$ cat config.mk
export PLATFORM = sky130hd
export DESIGN_NAME = leaf_packetizer
export DESIGN_NICKNAME = d
export VERILOG_FILES = /design/src/rtl/leaf_packetizer_pkg.sv /design/src/rtl/leaf_credit_counter.sv /design/src/rtl/leaf_packetizer.sv
export SDC_FILE = /design/constraint.sdc
export NUM_CORES = 1
export LEC_CHECK = 0
export CORE_ASPECT_RATIO = 1.1
export CORE_MARGIN = 2
export CORE_UTILIZATION = 35
export CTS_BUF_LIST = sky130_fd_sc_hd__clkbuf_4
export DETAILED_ROUTE_END_ITERATION = 7
export GPL_TIMING_DRIVEN = 0
export PLACE_DENSITY = 0.68
export SLEW_MARGIN = 15
export SYNTH_ARGS = -nofsm -noshare
export SYNTH_HDL_FRONTEND = slang
export SYNTH_SLANG_ARGS = --single-unit
$ cat constraint.sdc
create_clock -name clk -period 4.1 [get_ports clk]
set_clock_uncertainty 0.1 [all_clocks]
set_input_delay 0.82 -clock clk [delete_from_list [all_inputs] [get_ports clk]]
set_output_delay 0.82 -clock clk [all_outputs]
set_load 0.05 [all_outputs]
$ cat src/rtl/leaf_packetizer_pkg.sv
// Shared definitions for the leaf packetizer: packet field layout,
// inbound control port codes and the sender FSM states.
package leaf_packetizer_pkg;

    localparam int VALID_BIT   = 48;
    localparam int LEAF_LSB    = 43;
    localparam int LEAF_W      = 5;
    localparam int PORT_LSB    = 39;
    localparam int PORT_W      = 4;
    localparam int ADDR_LSB    = 32;
    localparam int ADDR_W      = 7;
    localparam int PAYLOAD_LSB = 0;
    localparam int PAYLOAD_W   = 32;

    // Destination fields carried inside a config packet payload
    localparam int CFG_PORT_LSB = 0;
    localparam int CFG_LEAF_LSB = 4;

    localparam int CFG_PORT    = 0;
    localparam int CREDIT_PORT = 1;

    typedef enum logic [1:0] {
        UNCFG,
        RUN,
        NOCRED
    } state_e;

endpackage

$ cat src/rtl/leaf_credit_counter.sv
// Saturating credit counter: reload, bulk add and single-word decrement
// resolved in one cycle, with current and next-cycle zero flags.
module leaf_credit_counter #(
    parameter int CREDIT_BITS = 8,
    parameter int MAX_CREDIT  = 128,
    parameter int UPDATE_SIZE = 64
) (
    input  logic clk,
    input  logic rst_n,
    input  logic load_i,
    input  logic add_i,
    input  logic dec_i,
    output logic zero_o,
    output logic next_zero_o
);

    localparam logic [CREDIT_BITS:0] MAX_W = (CREDIT_BITS+1)'(MAX_CREDIT);
    localparam logic [CREDIT_BITS:0] UPD_W = (CREDIT_BITS+1)'(UPDATE_SIZE);
    localparam logic [CREDIT_BITS:0] ONE_W = (CREDIT_BITS+1)'(1);

    logic [CREDIT_BITS-1:0] credit_q;
    logic [CREDIT_BITS-1:0] credit_d;
    logic [CREDIT_BITS:0]   sum;

    // Add before subtract so a coincident update and send nets +63
    always_comb begin
        sum = {1'b0, credit_q};
        if (add_i) begin
            sum = sum + UPD_W;
        end
        if (dec_i && sum != '0) begin
            sum = sum - ONE_W;
        end
        if (sum > MAX_W) begin
            sum = MAX_W;
        end
        credit_d = load_i ? MAX_W[CREDIT_BITS-1:0] : sum[CREDIT_BITS-1:0];
    end

    always_ff @(posedge clk or negedge rst_n) begin
        if (!rst_n) begin
            credit_q <= '0;
        end else begin
            credit_q <= credit_d;
        end
    end

    assign zero_o      = (credit_q == '0);
    assign next_zero_o = (credit_d == '0);

endmodule

$ cat src/rtl/leaf_packetizer.sv
// Leaf interface: wraps user words into BFT packets towards a configured
// destination, flow-controlled by credits returned from the far BRAM.
module leaf_packetizer
    import leaf_packetizer_pkg::*;
#(
    parameter int PACKET_BITS           = 49,
    parameter int PAYLOAD_BITS          = 32,
    parameter int NUM_LEAF_BITS         = 5,
    parameter int NUM_PORT_BITS         = 4,
    parameter int NUM_ADDR_BITS         = 7,
    parameter int FREESPACE_UPDATE_SIZE = 64
) (
    input  logic                    clk,
    input  logic                    ap_rst_n,
    input  logic [PAYLOAD_BITS-1:0] din_leaf_user2interface,
    input  logic                    vld_user2interface,
    output logic                    ack_interface2user,
    input  logic [PACKET_BITS-1:0]  din_leaf_bft2interface,
    output logic [PACKET_BITS-1:0]  dout_leaf_interface2bft,
    input  logic                    bft_ready,
    output logic                    cfg_done
);

    state_e                   state_q, state_d;
    logic [NUM_LEAF_BITS-1:0] leaf_q, leaf_d;
    logic [NUM_PORT_BITS-1:0] port_q, port_d;
    logic [NUM_ADDR_BITS-1:0] addr_q, addr_d;
    logic [PACKET_BITS-1:0]   pkt_q, pkt_d;

    logic                     in_vld;
    logic [NUM_PORT_BITS-1:0] in_port;
    logic                     is_cfg;
    logic                     is_upd;
    logic                     accept;
    logic                     cred_zero;
    logic                     cred_next_zero;
    logic                     unused_ok;

    assign in_vld  = din_leaf_bft2interface[VALID_BIT];
    assign in_port = din_leaf_bft2interface[PORT_LSB +: NUM_PORT_BITS];
    assign is_cfg  = in_vld && (in_port == NUM_PORT_BITS'(CFG_PORT));
    assign is_upd  = in_vld && (in_port == NUM_PORT_BITS'(CREDIT_PORT));

    assign unused_ok = ^{din_leaf_bft2interface[PACKET_BITS-2:PORT_LSB+NUM_PORT_BITS],
                         din_leaf_bft2interface[PORT_LSB-1:CFG_LEAF_LSB+NUM_LEAF_BITS]};

    assign ack_interface2user = (state_q == RUN) && !cred_zero &&
                                (!pkt_q[VALID_BIT] || bft_ready);
    assign accept   = ack_interface2user && vld_user2interface;
    assign cfg_done = (state_q != UNCFG);
    assign dout_leaf_interface2bft = pkt_q;

    leaf_credit_counter #(
        .CREDIT_BITS (8),
        .MAX_CREDIT  (2 ** NUM_ADDR_BITS),
        .UPDATE_SIZE (FREESPACE_UPDATE_SIZE)
    ) u_credit (
        .clk         (clk),
        .rst_n       (ap_rst_n),
        .load_i      (is_cfg),
        .add_i       (is_upd),
        .dec_i       (accept),
        .zero_o      (cred_zero),
        .next_zero_o (cred_next_zero)
    );

    always_comb begin
        state_d = state_q;
        leaf_d  = leaf_q;
        port_d  = port_q;
        addr_d  = addr_q;
        pkt_d   = pkt_q;

        // The accepted word always carries the destination held before this edge
        if (accept) begin
            pkt_d = {1'b1, leaf_q, port_q, addr_q, din_leaf_user2interface};
        end else if (bft_ready) begin
            pkt_d = '0;
        end

        if (is_cfg) begin
            leaf_d = din_leaf_bft2interface[CFG_LEAF_LSB +: NUM_LEAF_BITS];
            port_d = din_leaf_bft2interface[CFG_PORT_LSB +: NUM_PORT_BITS];
            addr_d = '0;
        end else if (accept) begin
            addr_d = addr_q + 1'b1;
        end

        if (is_cfg) begin
            state_d = RUN;
        end else if (state_q == RUN && cred_next_zero) begin
            state_d = NOCRED;
        end else if (state_q == NOCRED && !cred_next_zero) begin
            state_d = RUN;
        end
    end

    always_ff @(posedge clk or negedge ap_rst_n) begin
        if (!ap_rst_n) begin
            state_q <= UNCFG;
            leaf_q  <= '0;
            port_q  <= '0;
            addr_q  <= '0;
            pkt_q   <= '0;
        end else begin
            state_q <= state_d;
            leaf_q  <= leaf_d;
            port_q  <= port_d;
            addr_q  <= addr_d;
            pkt_q   <= pkt_d;
        end
    end

endmodule

# [Word level (Yosys, flattened, before mapping)]
# Cells that the tools add are included.
[classes] muxes=11 n_reduce_logical=20 n_lt_le_gt_ge=1 addsub=3 n_eq_ne=3
[ops] cell="two-way mux 49 bit" count=2
[ops] cell="two-way mux 9 bit" count=2
[ops] cell="zero test 8 bit" count=2
[ops] cell="two-way mux 8 bit" count=2
[ops] cell="two-way mux 7 bit" count=2
[ops] cell="adder 8 x 7 -> 9 bit (second input constant)" count=1
[ops] cell="> comparator 9 x 8 -> 1 bit (second input constant)" count=1
[ops] cell="nonzero test 9 bit" count=1
[ops] cell="subtractor 9 x 1 -> 9 bit (second input constant)" count=1
[ops] cell="logical AND 1 bit" count=8
[ops] cell="adder 7 x 1 -> 7 bit (second input constant)" count=1
[ops] cell="two-way mux 2 bit" count=3
[ops] cell="nonzero test 2 bit" count=3
[ops] cell="== test 4 x 1 -> 1 bit (second input constant)" count=1
[ops] cell="zero test 4 bit" count=1
[ops] cell="zero test 1 bit" count=3
[ops] cell="nonzero test 3 bit" count=1
[ops] cell="== test 2 x 1 -> 1 bit (second input constant)" count=1
[ops] cell="== test 2 bit (second input constant)" count=1
[ops] cell="logical OR 1 bit" count=1
[totals] reg_bits=75 wordCells=44

# [Logic depth before layout (Yosys ltp)]
# Gate-level depths: netlist of the first run.
[logic_depth] depth_word=16 depth_mapped=13 depth_no_buf=9

# [By module]
# A second synthesis of the first run with hierarchy kept.
[unflattened] cells_unflattened=357 hier_area_um2=3669.8
[by_module_without_submodules] mod="leaf_packetizer" area_each_um2=2895.3 seq_area_each_um2=1676.6 n_inst=1 cells_per_inst=278
[by_module_without_submodules] mod="leaf_credit_counter" area_each_um2=774.5 seq_area_each_um2=200.2 n_inst=1 cells_per_inst=79

# [Worst setup path before layout of the first run]
# No wires, ideal clock.
[synth_path] kind="register to register" from="register u_credit.credit_q[0]" to="register u_credit.credit_q[1]" slack_ns=-0.117 setup_time_ns=0.107 n_path_buf=3 path_stages_with_launch=13 period_less_slack_ns=4.217 arrival_time_ns=4.010 path_cell_list="dfrtp_1 -> clkbuf_1 -> inv_1 -> ha_1 -> nor3b_1 -> a311oi_1 -> and2_0 -> clkbuf_1 -> and2_1 -> buf_6 -> mux2_4 -> o21a_4 -> a2111oi_4"
[synth_between] elab_chain_len=10 elab_cells_between_ends=14 cone_classes="2 x add/sub; 1 x order compare; 4 x mux; 7 x reduce/logical"
[synth_rtl] element="from (decl)" line_no="leaf_credit_counter.sv:21" source="logic [CREDIT_BITS-1:0] credit_q;"
[synth_rtl] element="from (signal assigned)" line_no="leaf_credit_counter.sv:44" source="credit_q <= credit_d;"
[synth_rtl] element="zero test 8 bit *" line_no="leaf_credit_counter.sv:48" source="assign zero_o = (credit_q == '0);"
[synth_rtl] element="zero test 1 bit *" line_no="leaf_packetizer.sv:47" source="assign ack_interface2user = (state_q == RUN) && !cred_zero &&"
[synth_rtl] element="logical AND 1 bit * (2 in a row)" line_no="leaf_packetizer.sv:47"
[synth_rtl] element="via ack_interface2user" line_no="leaf_packetizer.sv:17" source="output logic ack_interface2user,"
[synth_rtl] element="logical AND 1 bit *" line_no="leaf_packetizer.sv:49" source="assign accept = ack_interface2user && vld_user2interface;"
[synth_rtl] element="logical AND 1 bit *" line_no="leaf_credit_counter.sv:31" source="if (dec_i && sum != '0) begin"
[synth_rtl] element="two-way mux 9 bit *" line_no="leaf_credit_counter.sv:31"
[synth_rtl] element="> comparator 9 x 8 -> 1 bit" line_no="leaf_credit_counter.sv:34" source="if (sum > MAX_W) begin"
[synth_rtl] element="two-way mux 8 bit *" line_no="leaf_credit_counter.sv:34"
[synth_rtl] element="two-way mux 8 bit *" line_no="leaf_credit_counter.sv:37" source="credit_d = load_i ? MAX_W[CREDIT_BITS-1:0] : sum[CREDIT_BITS-1:0];"
[synth_rtl] element="via u_credit.credit_d[1]" line_no="leaf_credit_counter.sv:22" source="logic [CREDIT_BITS-1:0] credit_d;"
# Mark *: on every way through the listed nets, which the timed path passes. The rest lies on a longest branch.
# A chain may end at the register's enable or synchronous reset.

# [Worst setup path after layout of the first run]
[layout_path] from="register u_credit.credit_q[0]" to="output ack_interface2user"
[layout_between] elab_chain_len=4
[layout_rtl] element="zero test 8 bit" line_no="leaf_credit_counter.sv:48"
[layout_rtl] element="zero test 1 bit" line_no="leaf_packetizer.sv:47"
[layout_rtl] element="logical AND 1 bit (2 in a row)" line_no="leaf_packetizer.sv:47"
[layout_rtl] element="to (decl)" line_no="leaf_packetizer.sv:17"
# Every way passes these cells.

==> flow_summary.ini, run 1 <==
[timing]
hold_ws_ns = 0.2537
hold_viol = 0
final.period_utilization = 0.9448
rsz0062_at_grt = false
slew_violations = 0
min_period_ns = 3.873
max_freq_mhz = 258.2
setup_viol = 0
fin_ws_ns = 0.2265
worst_slew_pin_slew_ns = 0.7810
relSlewSlack = 0.4720

[power]
leakagePower_nw = 2.245
power_density_nw_per_um2 = 761.4
ir_drop_mv = 0.2603
total_power_mw = 3.738

[grt]
grt_pass1_vias = 3020
grt_overflow = 0
grt_max_degree = 40
grt_pass1_wl_um = 14520
grt_antenna_before_repair = 0
grt_use_total = 0.1675

[cts]
cts_tree = done
cts.htree.levels = 3
root_buffer = clkbuf_4
hold_buffers = 0
clock_latency_ns = 0.42
cts_buffers = 9
clock-sinks = 75
post_cts_buffers = 0
clk_pin_slew_worst_paths_ns = 0.13
cts-resized-gates = 0
cts.path.max_buffers = 2

[synth]
synthFlopType = dfrtp_1
synth_area_um2 = 3593
ys_ff_latch = 75
ys_seq_area_frac = 0.5223
mappedNetlistNets = 459
synth-async-reset-ratio = 1.000
synth-edff-count = 0
ys_warn_count = 0
ys_types = 49
syn-mean-instance-area_um2 = 9.738
syn_inst = 369

[finish]
multi_input_area_um2 = 1589
instances_no_fill = 606
mostFrequentLayoutCells = 110 x nand2_1, 99 x clkdlybuf4s50_1, 75 x dfrtp_1
final_layout_size_suffix_gt1_frac = 0.08848
syn_to_final_growth_pct = 36.63
antenna_cells = 0
stdcell_area_um2 = 4910
nets = 571
nFillCells = 956
mostFrequentLayoutCell = nand2_1
seq_area_um2 = 1877

[job]
drv_cap = 0

[floorplan]
row_count = 38
ios = 136
die-area_um2 = 11090
start_util = 0.3616
die_w_um = 100.6
die_h_um = 110.3
core-area_um2 = 9937

[run_status]
outcome = finished clean

[critical_path]
critPathLaunchType = flip-flop
worst_setup_path_end_kind = output port
critPathMaxFanout = 7
cp.required_ns = 3.18
worstPathArrival_ns = 2.95
critical_path_class = reg -> out

[detailed_routing]
drcViolationCount = 0
dr.pass1.iters = 4
ant_nets = 0
via_per_inst = 5.058
drt-initial-drc-count = 200
wl_per_cell_um = 14.67
num_vias = 3065
drt_wl_total_um = 8892

[placement]
dp_hpwl_um = 6452
pre_cts_ws_ns = 0.2122
place.gp.congestion = 0.8997
numPortBuffers = 100
dp.cells = 590
dpl-instance-area_um2 = 4768

[hold_path]
min_path_type = in -> async
## cell type report
cell class | count | share of cell area
sequential | 75 | 0.3823
tap | 120 | 0.03058
clock inverter | 7 | 0.01504
timing repair buffer | 101 | 0.2074
multi-input combinational | 263 | 0.3236
buffer | 23 | 0.02115
inverter | 8 | 0.006116
clock buffer | 9 | 0.01376
## power by group
part | internal (mW) | switching, mW
clock | 0.191 | 0.281
combinational | 0.740 | 1.38
sequential | 0.983 | 0.167
## worst max-delay path, cell delays in order, from the launching register on
cell	delay, ns
dfrtp_1	0.34
clkbuf_1	0.29
inv_1	0.14
ha_1	0.21
nor3b_1	0.17
a311oi_2	0.49
clkdlybuf4s50_1	0.90
## per-stage QoR
step	utilization	TNS, ns
2_1_floorplan	-	0
3_3_place_gp	0.4781	-45.35
3_5_place_dp	0.4799	0
4_1_cts	0.4941	0
5_1_grt	0.4941	0
6_report	0.4941	0
## cells by family (layout without fill, tap and decap cells)
logic type	Yosys count	count (layout)	share of synthesized area
buf+inv	31	148	0.03726
xor+xnor	13	13	0.03169
mux	11	11	0.03517
fa+ha+maj	5	5	0.01741
compound gates	26	26	0.06059
simple gates	208	208	0.2956
flops	75	75	0.5223
## worst paths after layout
kind / from / end / slack [ns] / depth (start not counted)
setup / recovery: u_credit.credit_q[0]$_DFF_PN0_ / ack_interface2user / 0.23 / 6
hold / removal: ap_rst_n / u_credit.credit_q[0]$_DFF_PN0_ / 0.25 / 1
setup reg to reg: u_credit.credit_q[0]$_DFF_PN0_ / state_q[1]$_DFFE_PN0P_ / 0.57 / 12
hold reg to reg: leaf_q[0]$_DFFE_PN0P_ / dout_leaf_interface2bft[43]$_DFFE_PN0P_ / 0.38 / 2
max in group asynchronous: ap_rst_n / dout_leaf_interface2bft[1]$_DFFE_PN0P_ / 3.06 / 2
min in group clk: leaf_q[0]$_DFFE_PN0P_ / dout_leaf_interface2bft[43]$_DFFE_PN0P_ / 0.38 / 2
## sequential cells by signal (all words and copies together), names as in the netlist
name / flops
port_q: 4
leaf_q: 5
state_q: 2
addr_q: 7
dout_leaf_interface2bft: 49
u_credit.credit_q: 8
## per-layer routing
| layer | global-route usage | part of all wire | vias to the layer above | wire, um |
|---|---|---|---|---|
| met2 | 0.2648 | 0.45 | 110 | 4020 |
| met4 | 0.05284 | 0.020 | 0 | 181 |
| met5 | 0 | 0 | - | 0 |
| met3 | 0.04918 | 0.067 | 15 | 597 |
| li1 | - | - | 1466 | - |
| met1 | 0.2221 | 0.46 | 1474 | 4092 |
## synthesized netlist by cell type, types with 2 or more instances
| cell type | number | area share |
|---|---|---|
| a21oi_1 | 6 | 0.0084 |
| a31o_2 | 2 | 0.0049 |
| and2_1 | 2 | 0.0035 |
| buf_1 | 3 | 0.0031 |
| buf_2 | 2 | 0.0028 |
| buf_6 | 2 | 0.0063 |
| clkbuf_1 | 16 | 0.017 |
| dfrtp_1 | 75 | 0.52 |
| ha_1 | 5 | 0.017 |
| inv_1 | 8 | 0.0084 |
| mux2_2 | 9 | 0.028 |
| nand2_1 | 110 | 0.11 |
| nand2b_1 | 2 | 0.0035 |
| nand3_1 | 5 | 0.0070 |
| nand3b_1 | 48 | 0.10 |
| nand4_1 | 4 | 0.0070 |
| nor2_1 | 12 | 0.013 |
| nor3_1 | 9 | 0.013 |
| nor4b_1 | 2 | 0.0049 |
| o211ai_1 | 2 | 0.0042 |
| o21ai_0 | 3 | 0.0042 |
| o41ai_1 | 2 | 0.0049 |
| or2_2 | 2 | 0.0035 |
| or4_1 | 2 | 0.0042 |
| xnor2_1 | 6 | 0.015 |
| xor2_1 | 7 | 0.017 |
(Power assumes the default switching activity.)
==> inputs of run 2 (changes only) <==
clock period = 4.15 ns   (was 4.1 ns; I/O delays follow)
==> results of run 2 <==
The final DEF is identical to that of run 1. Status: finished clean.
Among the figures that moved: setup slack after placement 0.2122 ns -> 0.2522 ns; setup slack after layout 0.2265 ns -> 0.2665 ns; hold slack 0.2537 ns -> 0.2637 ns; register-to-register setup slack 0.57 ns -> 0.62 ns; total power 3.738 mW -> 3.693 mW; worst IR drop on VDD 0.2603 mV -> 0.2572 mV
==> inputs of run 3 (changes only) <==
clock period = 3.7 ns   (was 4.15 ns; I/O delays follow)
==> flow_summary.ini, run 3 (synthesis gave the netlist of run 1 again) <==
[run_status]
outcome = finished clean

[cts]
cts.htree.levels = 3
cts_buffers = 9
cts_tree = done
clock_latency_ns = 0.42
root_buffer = clkbuf_4
cts.path.max_buffers = 2
hold_buffers = 0
clk_pin_slew_worst_paths_ns = 0.14
clock-sinks = 75

[grt]
grt_overflow = 0
grt_antenna_before_repair = 0
grt_use_total = 0.1676
grt_max_degree = 40
grt_pass1_vias = 3020
grt_pass1_wl_um = 14530

[floorplan]
ios = 136
core-area_um2 = 9937
row_count = 38
die_w_um = 100.6
die_h_um = 110.3
die-area_um2 = 11090
start_util = 0.3616

[critical_path]
worstPathArrival_ns = 2.59
path_cells = clkbuf_1 > inv_1 > ha_1 > nor3b_1 > a311oi_2 > buf_4 > dlygate4sd2_1
critical_path_class = reg -> out
worst_setup_path_end_kind = output port
cp.required_ns = 2.86
r2r_end = state_q[1]$_DFFE_PN0P_
rr_worst_depth = 13
critPathSlowestCell = dlygate4sd2_1
crit_end = ack_interface2user
cp_slowest_stage_delay_ns = 0.52
cp-startpoint = u_credit.credit_q[0]$_DFF_PN0_
rrSetupSlack_ns = 0.42
reg2reg_from = u_credit.credit_q[0]$_DFF_PN0_
critPathLaunchType = flip-flop
critPathMaxFanout = 7

[timing]
slew_violations = 0
relSlewSlack = 0.4763
max_freq_mhz = 291.5
hold_viol = 0
worst_slew_pin_slew_ns = 0.7747
min_period_ns = 3.431
final.period_utilization = 0.9272
setup_viol = 0
rsz0062_at_grt = false

[detailed_routing]
via_per_inst = 5.069
num_vias = 3082
drt-initial-drc-count = 203
drt_wl_total_um = 8934
wl_per_cell_um = 14.69
ant_nets = 0
dr.pass1.iters = 4
drcViolationCount = 0

[finish]
nets = 573
syn_to_final_growth_pct = 37.05
final_layout_size_suffix_gt1_frac = 0.09426
largest_reg_flops = 49
antenna_cells = 0
mostFrequentLayoutCell = nand2_1
nFillCells = 956
stdcell_area_um2 = 4925
mostFrequentLayoutCells = 110 x nand2_1, 98 x clkdlybuf4s50_1, 75 x dfrtp_1
instances_no_fill = 608

[power]
ir_drop_mv = 0.2878
leakagePower_nw = 2.261
power_density_nw_per_um2 = 844.9
total_power_mw = 4.161

[placement]
dpl-instance-area_um2 = 4768
dp.cells = 590
numPortBuffers = 100
place.gp.congestion = 0.8997
dp_hpwl_um = 6452

[hold_path]
min_path_type = in -> async

[job]
drv_cap = 0
[run 3: area by class of cell]
| cell class | instances | area, um^2 | share of cell area |
|---|---|---|---|
| buffer | 23 | 105.1 | 0.02134 |
| clock buffer | 9 | 67.56 | 0.01372 |
| clock inverter | 7 | 73.82 | 0.01499 |
| inverter | 8 | 30.03 | 0.006098 |
| multi-input combinational | 263 | 1589 | 0.3227 |
| sequential | 75 | 1877 | 0.3811 |
| tap | 120 | 150.1 | 0.03049 |
| timing repair buffer | 103 | 1032 | 0.2096 |
[run 3: report_power, final]
part	switching, mW	internal, mW
clock network	0.308	0.211
registers	0.186	1.09
logic	1.53	0.836
[run 3: routing by layer]
metal,up-vias,part of all wire,wire [um],global-route usage
met5,-,0,0,0
met4,0,0.019,174,0.05284
met3,15,0.068,605,0.04918
met2,104,0.45,4034,0.2652
met1,1495,0.46,4119,0.2221
li1,1468,-,-,-
[run 3: worst min-delay path by stage]
stage	startpoint	to	slack, ns	cells past startpoint
final	ap_rst_n	u_credit.credit_q[7]$_DFF_PN0_	0.18	1
after global routing	ap_rst_n	u_credit.credit_q[7]$_DFF_PN0_	0.17	1
after CTS	ap_rst_n	dout_leaf_interface2bft[32]$_DFFE_PN0P_	0.17	1
after detailed placement	port_q[1]$_DFFE_PN0P_	dout_leaf_interface2bft[40]$_DFFE_PN0P_	0.36	2
after global placement	leaf_q[0]$_DFFE_PN0P_	dout_leaf_interface2bft[43]$_DFFE_PN0P_	0.35	2
after floorplan	port_q[0]$_DFFE_PN0P_	dout_leaf_interface2bft[39]$_DFFE_PN0P_	0.33	2
[run 3: worst max-delay path: cells and delay by family (launching register included)]
kind | cells | cell delay, ns
adders and majority gates | 1 | 0.21
AOI/OAI and AO/OA | 1 | 0.33
DFF | 1 | 0.34
and+or+nand+nor | 1 | 0.18
buffers and inverters | 4 | 1.13
[run 3: repair_timing]
action                                  in CTS  in global routing
pin swaps                                    0                  1
gates resized for setup                      1                  2
endpoints found under the setup margin       1                  4
endpoints found under the hold margin        0                  0
buffers inserted                             0                  2
[run 3: stage by stage]
stage          TNS (ns)  worst slack (ns)  hold slack [ns]    util
2_1_floorplan         0            0.1495           0.3348       -
3_3_place_gp     -69.47           -0.9283           0.3465  0.4781
3_5_place_dp    -0.5167           -0.1078           0.3573  0.4799
4_1_cts               0            0.1887           0.1732  0.4940
5_1_grt               0           0.03779           0.1680  0.4956
6_report              0            0.2693           0.1785  0.4956
